### src/rtl/bin_frame_scaler.sv
// Nearest-neighbour down-scaler that sweeps a 1-bit frame buffer and emits a
// DST_W x DST_H pixel stream. Define SCALER_POPCOUNT_EN to enable o_ones_cnt.
module bin_frame_scaler #(
    parameter  int SRC_W = 640,
    parameter  int SRC_H = 480,
    parameter  int DST_W = 20,
    parameter  int DST_H = 20,
    localparam int CW    = $clog2(DST_W*DST_H+1)
) (
    input  logic          clk,
    input  logic          rst,
    input  logic          i_start,
    output logic          o_busy,
    output logic [18:0]   o_addr_scale,
    input  logic          i_rd_data,
    output logic          o_end_scale,
    input  logic          i_finish,
    output logic          o_pix_data,
    output logic          o_pix_valid,
    input  logic          i_pix_ready,
    output logic          o_pix_eol,
    output logic          o_pix_eof,
    output logic          o_done,
    output logic [CW-1:0] o_ones_cnt
);
    localparam int AW = 19;
    localparam logic [AW-1:0] QX      = AW'(SRC_W / DST_W);
    localparam logic [AW-1:0] RX      = AW'(SRC_W % DST_W);
    localparam logic [AW-1:0] RY      = AW'(SRC_H % DST_H);
    localparam logic [AW-1:0] DWV     = AW'(DST_W);
    localparam logic [AW-1:0] DHV     = AW'(DST_H);
    localparam logic [AW-1:0] LAST_X  = AW'(DST_W - 1);
    localparam logic [AW-1:0] LAST_Y  = AW'(DST_H - 1);
    localparam logic [AW-1:0] STEP_Y0 = AW'((SRC_H / DST_H) * SRC_W);
    localparam logic [AW-1:0] STEP_Y1 = AW'((SRC_H / DST_H + 1) * SRC_W);
    localparam logic [AW-1:0] ONE     = AW'(1);
    localparam logic [AW-1:0] ZERO    = '0;

    typedef enum logic [1:0] {S_IDLE, S_SCAN, S_DRAIN, S_ENDSC} state_t;

    state_t        r_state;
    logic [AW-1:0] r_dx, r_dy, r_src_x, r_errx, r_erry, r_row_base;
    logic          r_rdv, r_rd_eol, r_rd_eof;
    logic          r_sk_v, r_sk_d, r_sk_eol, r_sk_eof;

    logic          w_out_free, w_accept, w_issue, w_last_x, w_last_y;
    logic          w_x_wrap, w_y_wrap;
    logic [AW-1:0] w_errx_sum, w_erry_sum, w_src_x_nxt, w_row_nxt;

    assign w_out_free  = !o_pix_valid || i_pix_ready;
    assign w_accept    = o_pix_valid && i_pix_ready;
    // A new read is only issued when its data is guaranteed a slot: the skid
    // entry is empty and the output register is free this cycle.
    assign w_issue     = (r_state == S_SCAN) && w_out_free && !r_sk_v;
    assign w_last_x    = (r_dx == LAST_X);
    assign w_last_y    = (r_dy == LAST_Y);
    assign w_errx_sum  = r_errx + RX;
    assign w_erry_sum  = r_erry + RY;
    assign w_x_wrap    = (w_errx_sum >= DWV);
    assign w_y_wrap    = (w_erry_sum >= DHV);
    assign w_src_x_nxt = r_src_x + QX + (w_x_wrap ? ONE : ZERO);
    assign w_row_nxt   = r_row_base + (w_y_wrap ? STEP_Y1 : STEP_Y0);

    always_ff @(posedge clk) begin
        if (rst) begin
            r_state      <= S_IDLE;
            o_busy       <= 1'b0;
            o_addr_scale <= '0;
            o_end_scale  <= 1'b0;
            o_done       <= 1'b0;
            r_dx         <= '0;
            r_dy         <= '0;
            r_src_x      <= '0;
            r_errx       <= '0;
            r_erry       <= '0;
            r_row_base   <= '0;
        end else begin
            o_done <= 1'b0;
            case (r_state)
                S_IDLE: begin
                    if (i_start) begin
                        r_state      <= S_SCAN;
                        o_busy       <= 1'b1;
                        o_addr_scale <= '0;
                        r_dx         <= '0;
                        r_dy         <= '0;
                        r_src_x      <= '0;
                        r_errx       <= '0;
                        r_erry       <= '0;
                        r_row_base   <= '0;
                    end
                end
                S_SCAN: begin
                    if (w_issue) begin
                        if (w_last_x) begin
                            r_dx    <= '0;
                            r_src_x <= '0;
                            r_errx  <= '0;
                            if (w_last_y) begin
                                r_state <= S_DRAIN;
                            end else begin
                                r_dy         <= r_dy + ONE;
                                r_erry       <= w_y_wrap ? w_erry_sum - DHV : w_erry_sum;
                                r_row_base   <= w_row_nxt;
                                o_addr_scale <= w_row_nxt;
                            end
                        end else begin
                            r_dx         <= r_dx + ONE;
                            r_errx       <= w_x_wrap ? w_errx_sum - DWV : w_errx_sum;
                            r_src_x      <= w_src_x_nxt;
                            o_addr_scale <= r_row_base + w_src_x_nxt;
                        end
                    end
                end
                S_DRAIN: begin
                    if (w_accept && o_pix_eof) begin
                        r_state     <= S_ENDSC;
                        o_end_scale <= 1'b1;
                    end
                end
                S_ENDSC: begin
                    if (i_finish) begin
                        r_state     <= S_IDLE;
                        o_end_scale <= 1'b0;
                        o_busy      <= 1'b0;
                        o_done      <= 1'b1;
                    end
                end
                default: r_state <= S_IDLE;
            endcase
        end
    end

    // Read-data pipeline: skid entry (older) always drains ahead of fresh rd_data.
    always_ff @(posedge clk) begin
        if (rst) begin
            r_rdv       <= 1'b0;
            r_rd_eol    <= 1'b0;
            r_rd_eof    <= 1'b0;
            r_sk_v      <= 1'b0;
            r_sk_d      <= 1'b0;
            r_sk_eol    <= 1'b0;
            r_sk_eof    <= 1'b0;
            o_pix_valid <= 1'b0;
            o_pix_data  <= 1'b0;
            o_pix_eol   <= 1'b0;
            o_pix_eof   <= 1'b0;
        end else begin
            r_rdv    <= w_issue;
            r_rd_eol <= w_issue && w_last_x;
            r_rd_eof <= w_issue && w_last_x && w_last_y;
            if (w_out_free) begin
                if (r_sk_v) begin
                    o_pix_valid <= 1'b1;
                    o_pix_data  <= r_sk_d;
                    o_pix_eol   <= r_sk_eol;
                    o_pix_eof   <= r_sk_eof;
                    r_sk_v      <= r_rdv;
                    r_sk_d      <= i_rd_data;
                    r_sk_eol    <= r_rd_eol;
                    r_sk_eof    <= r_rd_eof;
                end else begin
                    o_pix_valid <= r_rdv;
                    o_pix_data  <= r_rdv && i_rd_data;
                    o_pix_eol   <= r_rd_eol;
                    o_pix_eof   <= r_rd_eof;
                end
            end else if (r_rdv) begin
                r_sk_v   <= 1'b1;
                r_sk_d   <= i_rd_data;
                r_sk_eol <= r_rd_eol;
                r_sk_eof <= r_rd_eof;
            end
        end
    end

`ifdef SCALER_POPCOUNT_EN
    logic [CW-1:0] r_ones;

    always_ff @(posedge clk) begin
        if (rst)
            r_ones <= '0;
        else if (r_state == S_IDLE && i_start)
            r_ones <= '0;
        else if (w_accept && o_pix_data)
            r_ones <= r_ones + CW'(1);
    end

    assign o_ones_cnt = r_ones;
`else
    assign o_ones_cnt = '0;
`endif

endmodule

### config.mk
export PLATFORM = sky130hd
export DESIGN_NAME = bin_frame_scaler
export DESIGN_NICKNAME = d
export VERILOG_FILES = /design/src/rtl/bin_frame_scaler.sv
export SDC_FILE = /design/constraint.sdc
export NUM_CORES = 1
export LEC_CHECK = 0
export BUFFER_PORTS_ARGS = -buffer_cell sky130_fd_sc_hd__buf_4
export CORE_MARGIN = 2
export CORE_UTILIZATION = 62
export DETAILED_ROUTE_END_ITERATION = 12
export PLACE_DENSITY = 0.81
export SETUP_SLACK_MARGIN = 0.3
export SLEW_MARGIN = 5
export SYNTH_ARGS = -nofsm -noshare
export SYNTH_HDL_FRONTEND = slang
export SYNTH_SLANG_ARGS = --single-unit
export TNS_END_PERCENT = 100
### constraint.sdc
create_clock -name clk -period 12.2 [get_ports clk]
set_input_delay 0.61 -clock clk [delete_from_list [all_inputs] [get_ports clk]]
set_output_delay 0.61 -clock clk [all_outputs]
set_load 0.02 [all_outputs]
After elaboration in Yosys (flattened, before gate mapping)
Index checks and enable logic that the tools add are counted.
{ "word_totals": {"regBits": 149, "input_bits": 6} }
{ "op_classes": {"n_addsub": 8, "n_lt_le_gt_ge": 2, "eq_ne": 16, "mux": 58, "bitwise_logic": 1, "reduce_logical": 25} }
{ "ops": {"columns": ["op", "n"], "rows": [
  ["two-way mux 19 bit", 20],
  ["one-hot mux 19 bit (2 select lines)", 7],
  ["adder 19 x 1 -> 19 bit, second input constant", 2],
  ["== test 19 x 5 -> 1 bit, second input constant", 2],
  ["greater-or-equal comparator 19 x 5 -> 1 bit, second input constant", 2],
  ["subtractor 19 x 5 -> 19 bit, second input constant", 2],
  ["two-way mux 1 bit", 21],
  ["adder 19 x 1 -> 19 bit", 1],
  ["adder 19 x 14 -> 19 bit", 1],
  ["adder 19 bit", 1],
  ["adder 19 x 6 -> 19 bit, second input constant", 1],
  ["!= test 2 bit, second input constant", 9],
  ["two-way mux 2 bit", 6],
  ["AND reduction 6 bit", 2],
  ["two-way mux 10 bit", 1],
  ["AND reduction 3 bit", 3],
  ["one-hot mux 2 bit (4 select lines)", 1],
  ["AND reduction 4 bit", 2],
  ["nonzero test 2 bit", 4],
  ["logical AND 1 bit", 7],
  ["!= test 3 bit, second input constant", 2],
  ["AND reduction 5 bit", 1],
  ["== test 2 bit, second input constant", 2],
  ["one-hot mux 1 bit (2 select lines)", 2],
  ["other kinds (7)", 8]
]} }

Logic depth before layout (Yosys ltp)
{ "depth": {"word_depth": 7, "depth_mapped": 18} }

Worst setup path after synthesis
Ideal clock, no wire load.
{ "synth_timing": {"path_type": "register -> register", "startpoint": "register r_errx[12]", "endpoint": "register o_addr_scale[18]", "setup_ns": 0.120, "arrival_time_ns": 3.994, "slack_ns": 8.086, "path_stages_with_launch": 18, "path_buffers": 1, "period_less_slack_ns": 4.114, "cell_sequence": "dfxtp_1 > or4_1 > nor4_1 > and3_1 > buf_2 > inv_1 > ha_1 > ha_1 > a21oi_1 > nor3_1 > xor2_1 > ha_1 > a21o_1 > a21o_1 > a21o_1 > a221oi_1 > xnor2_1 > a211o_1"} }
{ "synth_via": {"elab_chain_cells": 7} }
{ "synth_rtl": {"columns": ["item", "line_no", "text"], "rows": [
  ["start: declaration", "42", "logic [AW-1:0] r_dx, r_dy, r_src_x, r_errx, r_erry, r_row_base;"],
  ["start signal: assignment", "109", "r_errx <= w_x_wrap ? w_errx_sum - DWV : w_errx_sum;"],
  ["greater-or-equal comparator 19 x 5 -> 1 bit", "59", "assign w_x_wrap = (w_errx_sum >= DWV);"],
  ["two-way mux 1 bit", "61", "assign w_src_x_nxt = r_src_x + QX + (w_x_wrap ? ONE : ZERO);"],
  ["adder 19 x 1 -> 19 bit", "61", null],
  ["adder 19 bit", "111", "o_addr_scale <= r_row_base + w_src_x_nxt;"],
  ["two-way mux 19 bit", "95", "if (w_last_x) begin"],
  ["two-way mux 19 bit", "94", "if (w_issue) begin"],
  ["one-hot mux 19 bit (2 select lines)", "79", "case (r_state)"],
  ["end signal: assignment", "105", "o_addr_scale <= w_row_nxt;"],
  ["end signal: assignment", "111", null],
  ["end: declaration", "14", "output logic [18:0] o_addr_scale,"]
]} }
Every way passes these cells. The select of a mux whose other input is x is not followed.
A chain may end at the register's enable or synchronous reset.

Worst setup path after layout
Same ends and word-level chain as after synthesis.

==> out/qor.yml <==
clock.fmax_mhz: 211
period_needed_ns: 4.73
ant_nets: 0
final_layout_size_suffix_gt1_frac: 0.0921
regArea_mm2: 0.00276
cts_root_buffer: "clkbuf_16"
synth_warnings: 0
synth_area_leaders: "dfxtp_1 (36%), a21oi_1 (6.0%), ha_1 (4.9%)"
ys_seq_elements: 138
htree_levels: 4
grt_max_degree: 73
place_congestion: 0.923
synth_area_per_cell_um2: 8.36
synth_top_area_share: 0.361
skew_ns: 0.00866
synthFlopType: "dfxtp_1"
cts-buffers-inserted: 17
grt_pass1_vias: 6645
clkLatencyLatePin_ns: 0.42
grt_usage: 0.292
cap_viol_max_count: 0
routed_wl_mm: 18.6
drt-initial-drc-count: 631
fp.dieH_um: 115
maxSlewViolCount: 0
cts_tree: "yes"
dieWidth_um: 115
cts.repair.resized: 0
maxSlewHeadroom: 0.267
setup_violations: 0
vias: 6887
ys_seq_area_frac: 0.361
ys_types: 75
antenna_found_initial: 0
via_per_inst: 6.37
syn_inst: 915
die_area_mm2: 0.0132
areaGrowthSynthToFinish_pct: 10.4
dr.pass1.iters: 6
rows: 40
rsz0062_at_grt: "false"
timing.hold.ws_ns: 0.441
worstPathRequired_ns: 12.51
setup-tns-final_ns: 0
io-pin-count: 41
synth_edf_count: 0
hold_violations: 0
wl_per_cell_um: 17.2
core_area_mm2: 0.0120
io_buffers: 31
syn-cell-area_mm2: 0.00765
most-common-layout-cells: "dfxtp_1 (138), a21oi_1 (91), nor2_1 (87), nand2_1 (64), xnor2_1 (38)"
grt_use_met3: 0.0664
status: "complete, no violations"
critPathKind: "reg2reg"
crit_path_end_kind: "flip-flop"
worst_pin_slew_ns: 1.10
timing.final.crit_share: 0.388
diodes: 0
p_per_area_mw_per_mm2: 215
cts_setup_buffers: 0
critPathArrivalTime_ns: 5.04
cts_buffer_depth: 2
use_met2: 0.495
multiInputGateArea_mm2: 0.00454
overflow: 0
cts_sinks: 138
grt.busiest_layer: "met2"
start_util: 0.637
yosysTopAreaCell: "dfxtp_1"
startpoint_type: "flip-flop"
clk_pin_slew_ns: 0.06
grt_pass1_wl_mm: 31.2
peakVddDrop_uv: 168
cts_hold_buffers: 0
hpwl_mm: 12.6
use_met1: 0.372
mostFrequentLayoutCell: "dfxtp_1"
final_nets: 958
drcViolationCount: 0
synthArstFlopShare: 0
fillers: 904
leakage_uw: 0.00329
r2r_slack_ns: 7.47
critPathMaxFanout: 10
holdCritPathClass: "in2reg"
## worst max-delay path: stages (launching register included)
cell and delay, ns:
dfxtp_1 0.32, or4_1 0.53, nor4_1 0.31, and3_1 0.43
inv_1 0.21, ha_1 0.29, ha_1 0.20, a21oi_1 0.33
nor3_1 0.16, xor2_1 0.17, ha_1 0.35, a21o_1 0.21
a21o_1 0.19, a21o_1 0.20, a221oi_1 0.33, xnor2_1 0.11
a211o_1 0.29
## where the power goes
part           internal [µW]  switching [µW]  total (µW)
logic                    249             457         706
registers                523            66.3         590
clock network            335             189         524
total                   1110             713        1820
## state kept, by name, summed over array words and instances, names as in the netlist, 2 cells and up
signal        count
r_errx           17
o_addr_scale     19
r_dx             19
r_row_base       12
r_erry           17
r_dy             19
r_src_x          19
r_state           2
## area by class of cell
cell class | count | area share
tap | 147 | 0.0218
sequential | 138 | 0.327
clock buffer | 23 | 0.0566
clock inverter | 8 | 0.0139
timing repair buffer | 37 | 0.0329
multi-input combinational | 706 | 0.538
inverter | 22 | 0.00978
## cells in the mapped netlist, drive strengths merged (3+ instances only)
cell type / number
o41ai: 4
or2: 4
nand2: 65
and2: 5
and4: 6
o22a: 6
o2111ai: 3
o211ai: 5
nor4b: 4
and3: 19
nor2: 87
nand3b: 10
a311oi: 3
a211o: 5
ha: 30
o21ai: 41
dfxtp: 138
nand4: 18
clkbuf: 29
mux2i: 9
nor4: 27
nor3: 18
nor2b: 3
nand2b: 7
a21oi: 92
buf: 28
a22oi: 8
o31ai: 12
a211oi: 13
o21bai: 5
or3: 23
nor3b: 6
inv: 21
nand3: 34
xor2: 28
xnor2: 39
a21o: 9
a31oi: 5
or4: 14
o21a: 9
## path summary, 6_finish.rpt
check                                start          endpoint  depth (start not counted)
worst max-delay path            r_errx[12]  o_addr_scale[18]                         16
worst min-delay path              i_finish            o_done                          3
worst max register to register  r_errx[12]  o_addr_scale[18]                         16
worst min register to register  r_src_x[0]        r_src_x[0]                          2
## cells by family after synthesis
kind of cell               Yosys count  synth area share
DFF                                138             0.361
xor gates and xnor gates            67            0.0777
buffers and inverters               79            0.0489
AOI/OAI and AO/OA                  236             0.196
adders and majority gates           30            0.0491
other                                1          0.000490
and+or+nand+nor                    353             0.252
muxes                               11            0.0147
## metrics by stage
step	utilization	instance area, µm²	power, µW	std cells	worst slack (ns)
after CTS	0.703	8450	1810	1081	7.53
after floorplan	-	7680	1140	923	8.09
after global placement	0.654	7850	1260	1050	7.69
final	0.703	8450	1820	1081	7.47
after detailed placement	0.654	7850	1290	1050	7.54
after global routing	0.703	8450	1930	1081	7.17
## routing by layer
metal  wire [µm]  part of all wire  vias to the layer above
li1            -                 -                     3335
met1        8150              0.44                     3302
met2        9100              0.49                      222
met3        1130             0.060                       28
met4         268             0.014                        0
met5           0                 0                        -
No activity file was read; power rests on OpenSTA's default activity.
